<file path="src/rtl/bist_pkg.sv">
// Shared types and helpers for the link BIST engine: LFSR step, pattern
// expansion and the controller state encoding.
package bist_pkg;

    localparam logic [31:0] LFSR_POLY = 32'h80200003;

    // Widest channel bundle the pattern expander can produce.
    localparam int PAT_MAX = 256;

    typedef enum logic [1:0] {
        IDLE  = 2'd0,
        SEND  = 2'd1,
        DRAIN = 2'd2
    } bist_state_e;

    // One step of the right-shifting Galois LFSR, x^32+x^22+x^2+x+1.
    function automatic logic [31:0] lfsr_next(input logic [31:0] s);
        return s[0] ? ((s >> 1) ^ LFSR_POLY) : (s >> 1);
    endfunction

    // Alternating lfsr / ~lfsr 32-bit slices, bits at or above width forced to 0.
    function automatic logic [PAT_MAX-1:0] expand_pattern(input logic [31:0] lfsr,
                                                          input int          width);
        logic [PAT_MAX-1:0] rep;
        logic [PAT_MAX-1:0] keep;
        rep  = {(PAT_MAX / 64){~lfsr, lfsr}};
        keep = ~({PAT_MAX{1'b1}} << width);
        return rep & keep;
    endfunction

endpackage

</file>
<file path="src/rtl/bist_delay_line.sv">
// Fixed-latency shift register carrying {valid, pattern} from the transmit
// side to the compare point. DEPTH of 0 is a plain wire.
module bist_delay_line #(
    parameter int DEPTH = 2,
    parameter int WIDTH = 8
) (
    input  logic             clk,
    input  logic             reset,
    input  logic [WIDTH-1:0] din,
    output logic [WIDTH-1:0] dout
);

    generate
        if (DEPTH == 0) begin : g_bypass
            logic unused_clk_rst;
            assign unused_clk_rst = clk ^ reset;
            assign dout           = din;
        end else begin : g_shift
            logic [WIDTH-1:0] stage_q [DEPTH];
            logic [WIDTH-1:0] stage_d [DEPTH];

            // Stage 0 takes the new entry, every other stage its predecessor.
            always_comb begin
                stage_d[0] = din;
                for (int i = 1; i < DEPTH; i++) stage_d[i] = stage_q[i-1];
            end

            // Shift register; reset empties it so no stale valid reaches compare.
            always_ff @(posedge clk) begin
                if (reset) begin
                    for (int i = 0; i < DEPTH; i++) stage_q[i] <= '0;
                end else begin
                    stage_q <= stage_d;
                end
            end

            assign dout = stage_q[DEPTH-1];
        end
    endgenerate

endmodule

</file>
<file path="src/rtl/bist_link_tester.sv">
// Link BIST engine: transmits TEST_CASES LFSR vectors, checks the looped-back
// return LOOP_LATENCY cycles later, keeps per-channel fault mask and error
// count, then falls back to mission-mode pass-through.
// Optional build macro BIST_ERR_INJECT_EN adds an 'inject' input that flips
// channel 0 on the wire (not in the reference copy) during SEND.
//
//   state | meaning
//   IDLE  | pass-through, results held, waiting for start
//   SEND  | driving pattern vectors, one per cycle
//   DRAIN | line driven low, waiting for the last vectors to return
module bist_link_tester
    import bist_pkg::*;
#(
    parameter int          TEST_CHANNELS = 70,
    parameter logic [31:0] SEED          = 32'hdeadbeef,
    parameter int          TEST_CASES    = 1000,
    parameter int          LOOP_LATENCY  = 2
) (
    input  logic                                clk,
    input  logic                                reset,
    input  logic                                start,
`ifdef BIST_ERR_INJECT_EN
    input  logic                                inject,
`endif
    input  logic [TEST_CHANNELS-1:0]            input_channels,
    output logic [TEST_CHANNELS-1:0]            output_channels,
    output logic                                busy,
    output logic                                done,
    output logic                                pass,
    output logic [TEST_CHANNELS-1:0]            fail_mask,
    output logic [$clog2(TEST_CASES+1)-1:0]     error_count
);

    localparam int               CNT_W      = $clog2(TEST_CASES + 1);
    localparam logic [31:0]      SEED_EFF   = (SEED == 32'h0) ? 32'h1 : SEED;
    localparam logic [CNT_W-1:0] TX_LAST    = CNT_W'(TEST_CASES - 1);
    localparam logic [CNT_W-1:0] ERR_MAX    = CNT_W'(TEST_CASES);
    localparam logic [3:0]       DRAIN_LAST = 4'((LOOP_LATENCY > 0) ? LOOP_LATENCY - 1 : 0);

    bist_state_e                state_q, state_d;
    logic [31:0]                lfsr_q, lfsr_d;
    logic [CNT_W-1:0]           tx_cnt_q, tx_cnt_d;
    logic [3:0]                 drain_cnt_q, drain_cnt_d;
    logic [TEST_CHANNELS-1:0]   fail_mask_q, fail_mask_d;
    logic [CNT_W-1:0]           error_count_q, error_count_d;
    logic                       pass_q, pass_d;
    logic                       done_q, done_d;

    logic [TEST_CHANNELS-1:0]   pattern;
    logic [TEST_CHANNELS-1:0]   diff;
    logic [TEST_CHANNELS:0]     dl_in, dl_out;

    bist_delay_line #(
        .DEPTH (LOOP_LATENCY),
        .WIDTH (TEST_CHANNELS + 1)
    ) u_delay (
        .clk   (clk),
        .reset (reset),
        .din   (dl_in),
        .dout  (dl_out)
    );

    // Next-state, counters, compare accumulation and the output mux.
    always_comb begin
        state_d         = state_q;
        lfsr_d          = lfsr_q;
        tx_cnt_d        = tx_cnt_q;
        drain_cnt_d     = drain_cnt_q;
        fail_mask_d     = fail_mask_q;
        error_count_d   = error_count_q;
        pass_d          = pass_q;
        done_d          = 1'b0;
        dl_in           = '0;
        output_channels = input_channels;
        pattern         = TEST_CHANNELS'(expand_pattern(lfsr_q, TEST_CHANNELS));
        diff            = input_channels ^ dl_out[TEST_CHANNELS-1:0];

        if (dl_out[TEST_CHANNELS]) begin
            fail_mask_d = fail_mask_q | diff;
            if ((diff != '0) && (error_count_q != ERR_MAX)) begin
                error_count_d = error_count_q + CNT_W'(1);
            end
        end

        case (state_q)
            IDLE: begin
                if (start) begin
                    state_d       = SEND;
                    lfsr_d        = SEED_EFF;
                    tx_cnt_d      = TX_LAST;
                    fail_mask_d   = '0;
                    error_count_d = '0;
                    pass_d        = 1'b0;
                end
            end
            SEND: begin
                output_channels = pattern;
`ifdef BIST_ERR_INJECT_EN
                output_channels[0] = pattern[0] ^ inject;
`endif
                dl_in  = {1'b1, pattern};
                lfsr_d = lfsr_next(lfsr_q);
                if (tx_cnt_q == '0) begin
                    if (LOOP_LATENCY > 0) begin
                        state_d     = DRAIN;
                        drain_cnt_d = DRAIN_LAST;
                    end else begin
                        state_d = IDLE;
                        done_d  = 1'b1;
                        pass_d  = (error_count_d == '0);
                    end
                end else begin
                    tx_cnt_d = tx_cnt_q - CNT_W'(1);
                end
            end
            DRAIN: begin
                output_channels = '0;
                if (drain_cnt_q == '0) begin
                    state_d = IDLE;
                    done_d  = 1'b1;
                    pass_d  = (error_count_d == '0);
                end else begin
                    drain_cnt_d = drain_cnt_q - 4'd1;
                end
            end
            default: state_d = IDLE;
        endcase
    end

    // State and result registers; reset launches a fresh run immediately.
    always_ff @(posedge clk) begin
        if (reset) begin
            state_q       <= SEND;
            lfsr_q        <= SEED_EFF;
            tx_cnt_q      <= TX_LAST;
            drain_cnt_q   <= '0;
            fail_mask_q   <= '0;
            error_count_q <= '0;
            pass_q        <= 1'b0;
            done_q        <= 1'b0;
        end else begin
            state_q       <= state_d;
            lfsr_q        <= lfsr_d;
            tx_cnt_q      <= tx_cnt_d;
            drain_cnt_q   <= drain_cnt_d;
            fail_mask_q   <= fail_mask_d;
            error_count_q <= error_count_d;
            pass_q        <= pass_d;
            done_q        <= done_d;
        end
    end

    assign busy        = (state_q != IDLE);
    assign done        = done_q;
    assign pass        = pass_q;
    assign fail_mask   = fail_mask_q;
    assign error_count = error_count_q;

endmodule
</file>
<file path="config.mk">
export PLATFORM = sky130hd
export DESIGN_NAME = bist_link_tester
export DESIGN_NICKNAME = d
export VERILOG_FILES = /design/src/rtl/bist_pkg.sv /design/src/rtl/bist_delay_line.sv /design/src/rtl/bist_link_tester.sv
export SDC_FILE = /design/constraint.sdc
export NUM_CORES = 1
export LEC_CHECK = 0
export CORE_ASPECT_RATIO = 0.8
export CORE_MARGIN = 1.5
export CORE_UTILIZATION = 40
export CTS_CLUSTER_DIAMETER = 80
export DETAILED_ROUTE_END_ITERATION = 12
export PLACE_DENSITY = 0.69
export SETUP_SLACK_MARGIN = 0.05
export SYNTH_ARGS = -nofsm -noshare
export SYNTH_HDL_FRONTEND = slang
export SYNTH_HIERARCHICAL = 1
export SYNTH_SLANG_ARGS = --single-unit
</file>
<file path="constraint.sdc">
create_clock -name clk -period 3.3 [get_ports clk]
set_input_delay 0.495 -clock clk [delete_from_list [all_inputs] [get_ports clk]]
set_output_delay 0.495 -clock clk [all_outputs]
set_load 0.03 [all_outputs]
</file>
==> reports/results.txt <==
root buf cell -> clkbuf_16
worst-skew pair later-pin latency -> 0.53 ns
share of layout cells above drive strength 1 -> 0.117
Hold Slack -> 0.414 ns
clock sinks -> 272
Crit Path Class -> flip-flop to output pin
Largest delay share family, worst path -> buffers and inverters
core area -> 26,400 sq um
fin worst setup slack -> 0.0683 ns
die area -> 28,000 sq um
Power Density -> 637 nW/um^2
htree depth -> 1
outcome -> complete, no violations
Routed WL -> 29,800 um
Worst VDD drop -> 430 uV
port bufs -> 225
Fmax achieved -> 309 MHz
final setup violation count -> 0
Avg Cell Area, Syn -> 9.49 sq um
ys flop type -> dfxtp_1
global route total overflow -> 0
CTS tree -> built
Layout Nets -> 1,437
crit path max fanout -> 16
register area share after synthesis -> 0.505
Yosys cell types -> 54
Max clock buf depth -> 3
Die Ht -> 150 um
Hold Crit Depth -> 2
Post-synth EDFFs -> 0
Worst Path Required -> 2.80 ns
starting density of the core -> 0.408
post-synthesis net count -> 1,217
Slew HR -> 0.439
hold endpoint -> u_delay/dout[26]
largest net degree at the start of global routing -> 90
Critical-path top delay cell -> clkdlybuf4s50_1
CTS Buf Count -> 27
CP endpoint kind -> output pin
most used cell, CP -> inv_1
dpl cell area -> 13,400 sq um
worst slew pin tran -> 0.842 ns
total via count in the routed design -> 8,495
leading cell type in the layout, fill and taps excluded -> dfxtp_1
drt drc -> 0
Area Overhead vs Synth -> 33.9%
Clock Pin Slew Worst Setup and Hold Paths -> 0.06 ns
Worst Path Buf+Inv -> 4
most frequent cells in the layout -> dfxtp_1 (271), clkdlybuf4s50_1 (201), nor2_1 (173)
starting DRC count in detailed routing -> 521
RSZ-0062 raised after global routing -> yes
FF-to-FF path depth -> 10
CP cell instances -> inv_1 > ha_2 > inv_1 > buf_4 > nor2_2 > mux2_2 > clkdlybuf4s50_1
Cell Area, Synth -> 10,800 sq um
P_leak -> 5.99 nW
startpoint types -> flip-flop
vias per inst -> 4.90
hold_sp -> reset
Yosys warnings -> 6
IO Count -> 226
row cnt -> 53
hold_buf cts -> 0
final hold viol count -> 0
worst reg2reg endpoint -> pass
Mapped Cells -> 1,136
crit path time final -> 3.23 ns
#FFs+latches synth -> 272
Crit Reg-Reg Startpoint -> u_delay/dout[31]
Die Wd -> 187 um
initial antenna violation count -> 0
HP Class -> input port to flip-flop
Post-DP HPWL -> 20,900 um
Final Max Slew Viols -> 0
grt peak-use layer -> met2
Tcrit/Tclk final -> 0.979
max capacitance violation total -> 0
vias in the first global route -> 7,982
routed wire length per instance -> 17.2 um
GP Congestion -> 0.845
GR met2 Demand/Resource -> 0.325
Fin Clk Skew -> 0.00769 ns
design area -> 14,400 sq um
R2R Setup Slk -> 0.84 ns
Total GRT Usage -> 0.206
met1 Resource Use GR -> 0.293
first-pass GRT wire length -> 45,400 um
CP peak stage delay -> 0.59 ns
asr flop ratio synth -> 0
Setup WS pre-CTS -> 0.103 ns
Arrival @ worst endpoint -> 2.74 ns
Routed Antenna Nets -> 0
1st-pass router iterations -> 5
GR Util met3 -> 0.0441
[routing by layer]
metal  routed length (um)  part of all wire
met5                    0                 0
met4                  360             0.012
met3                 2000             0.067
met2                13100              0.44
met1                14300              0.48
[logic make-up (layout without fill, tap and decap cells)]
family,after synthesis,in the layout,share of synthesized area
AOI/OAI and AO/OA,165,165,0.0916
adders and majority gates,8,8,0.00929
and+or+nand+nor,449,449,0.220
DFF,272,272,0.505
other,0,1,0
buffers and inverters,88,326,0.0349
xor gates and xnor gates,92,92,0.0747
muxes,62,62,0.0644
[flip-flops by register name, summed over array words and instances (netlist names)]
name,count
u_delay/dout,71
u_delay/g_shift.stage_d,71
fail_mask,70
lfsr_q,32
error_count,10
tx_cnt_q,10
drain_cnt_q,4
state_q,2
done,1
pass,1
[worst max path at each step]
stage,start,endpoint,cells after the start
after floorplan,state_q[1],output_channels[53],8
after global placement,input_channels[17],pass,10
after detailed placement,input_channels[17],pass,10
after CTS,state_q[1],output_channels[41],7
after global routing,state_q[1],output_channels[51],8
final,state_q[1],output_channels[41],7
[Yosys cell counts, drive strengths merged, types with 2 or more instances]
master	count	area share
or4	2	0.0021
buf	20	0.011
nand4	7	0.0046
inv	23	0.0080
nand2b	11	0.0066
nor3	7	0.0032
o22ai	22	0.013
ha	8	0.0093
mux2	59	0.062
xor2	78	0.063
and3	9	0.0057
dfxtp	272	0.51
clkbuf	45	0.016
o21ai	21	0.0097
nor4	19	0.014
nand2	16	0.0056
or3	2	0.0012
nor2b	142	0.082
a21o	7	0.0049
a21oi	83	0.039
a222oi	6	0.0056
nand3b	3	0.0021
nand3	11	0.0051
xnor2	14	0.011
o31ai	2	0.0019
and2	38	0.022
o21bai	15	0.010
a32oi	2	0.0016
mux2i	3	0.0028
nor2	177	0.062
[cell type report]
type / count / area, sq um
multi-input cells: 776 / 4990
clock buffers: 42 / 802
fillers: 2361 / 12000
diodes: 1 / 2.50
inverters: 23 / 86.3
clock inverters: 5 / 83.8
repair buffers: 256 / 2580
well taps: 357 / 447
flip-flops and latches: 272 / 5450
[through the flow]
stage | total power (W) | utilization | std cells | setup TNS, ns
after floorplan | 0.00527 | - | 1136 | 0
after global placement | 0.00617 | 0.509 | 1677 | 0
after detailed placement | 0.00619 | 0.509 | 1677 | 0
after CTS | 0.00926 | 0.543 | 1725 | -0.0420
after global routing | 0.00959 | 0.547 | 1731 | 0
final | 0.00919 | 0.547 | 1732 | 0
[power breakdown]
group          switching [W]  total, W  internal (W)
Combinational        0.00132   0.00235       0.00103
Sequential          0.000190   0.00379       0.00360
Clock                0.00123   0.00305       0.00182
[timing repair]
action	CTS	global route
gates resized for setup	2	14
buffers inserted	1	6
endpoints found under the setup margin	38	40
pin swaps	1	1
Note: power is estimated with default switching activity, not from simulation.
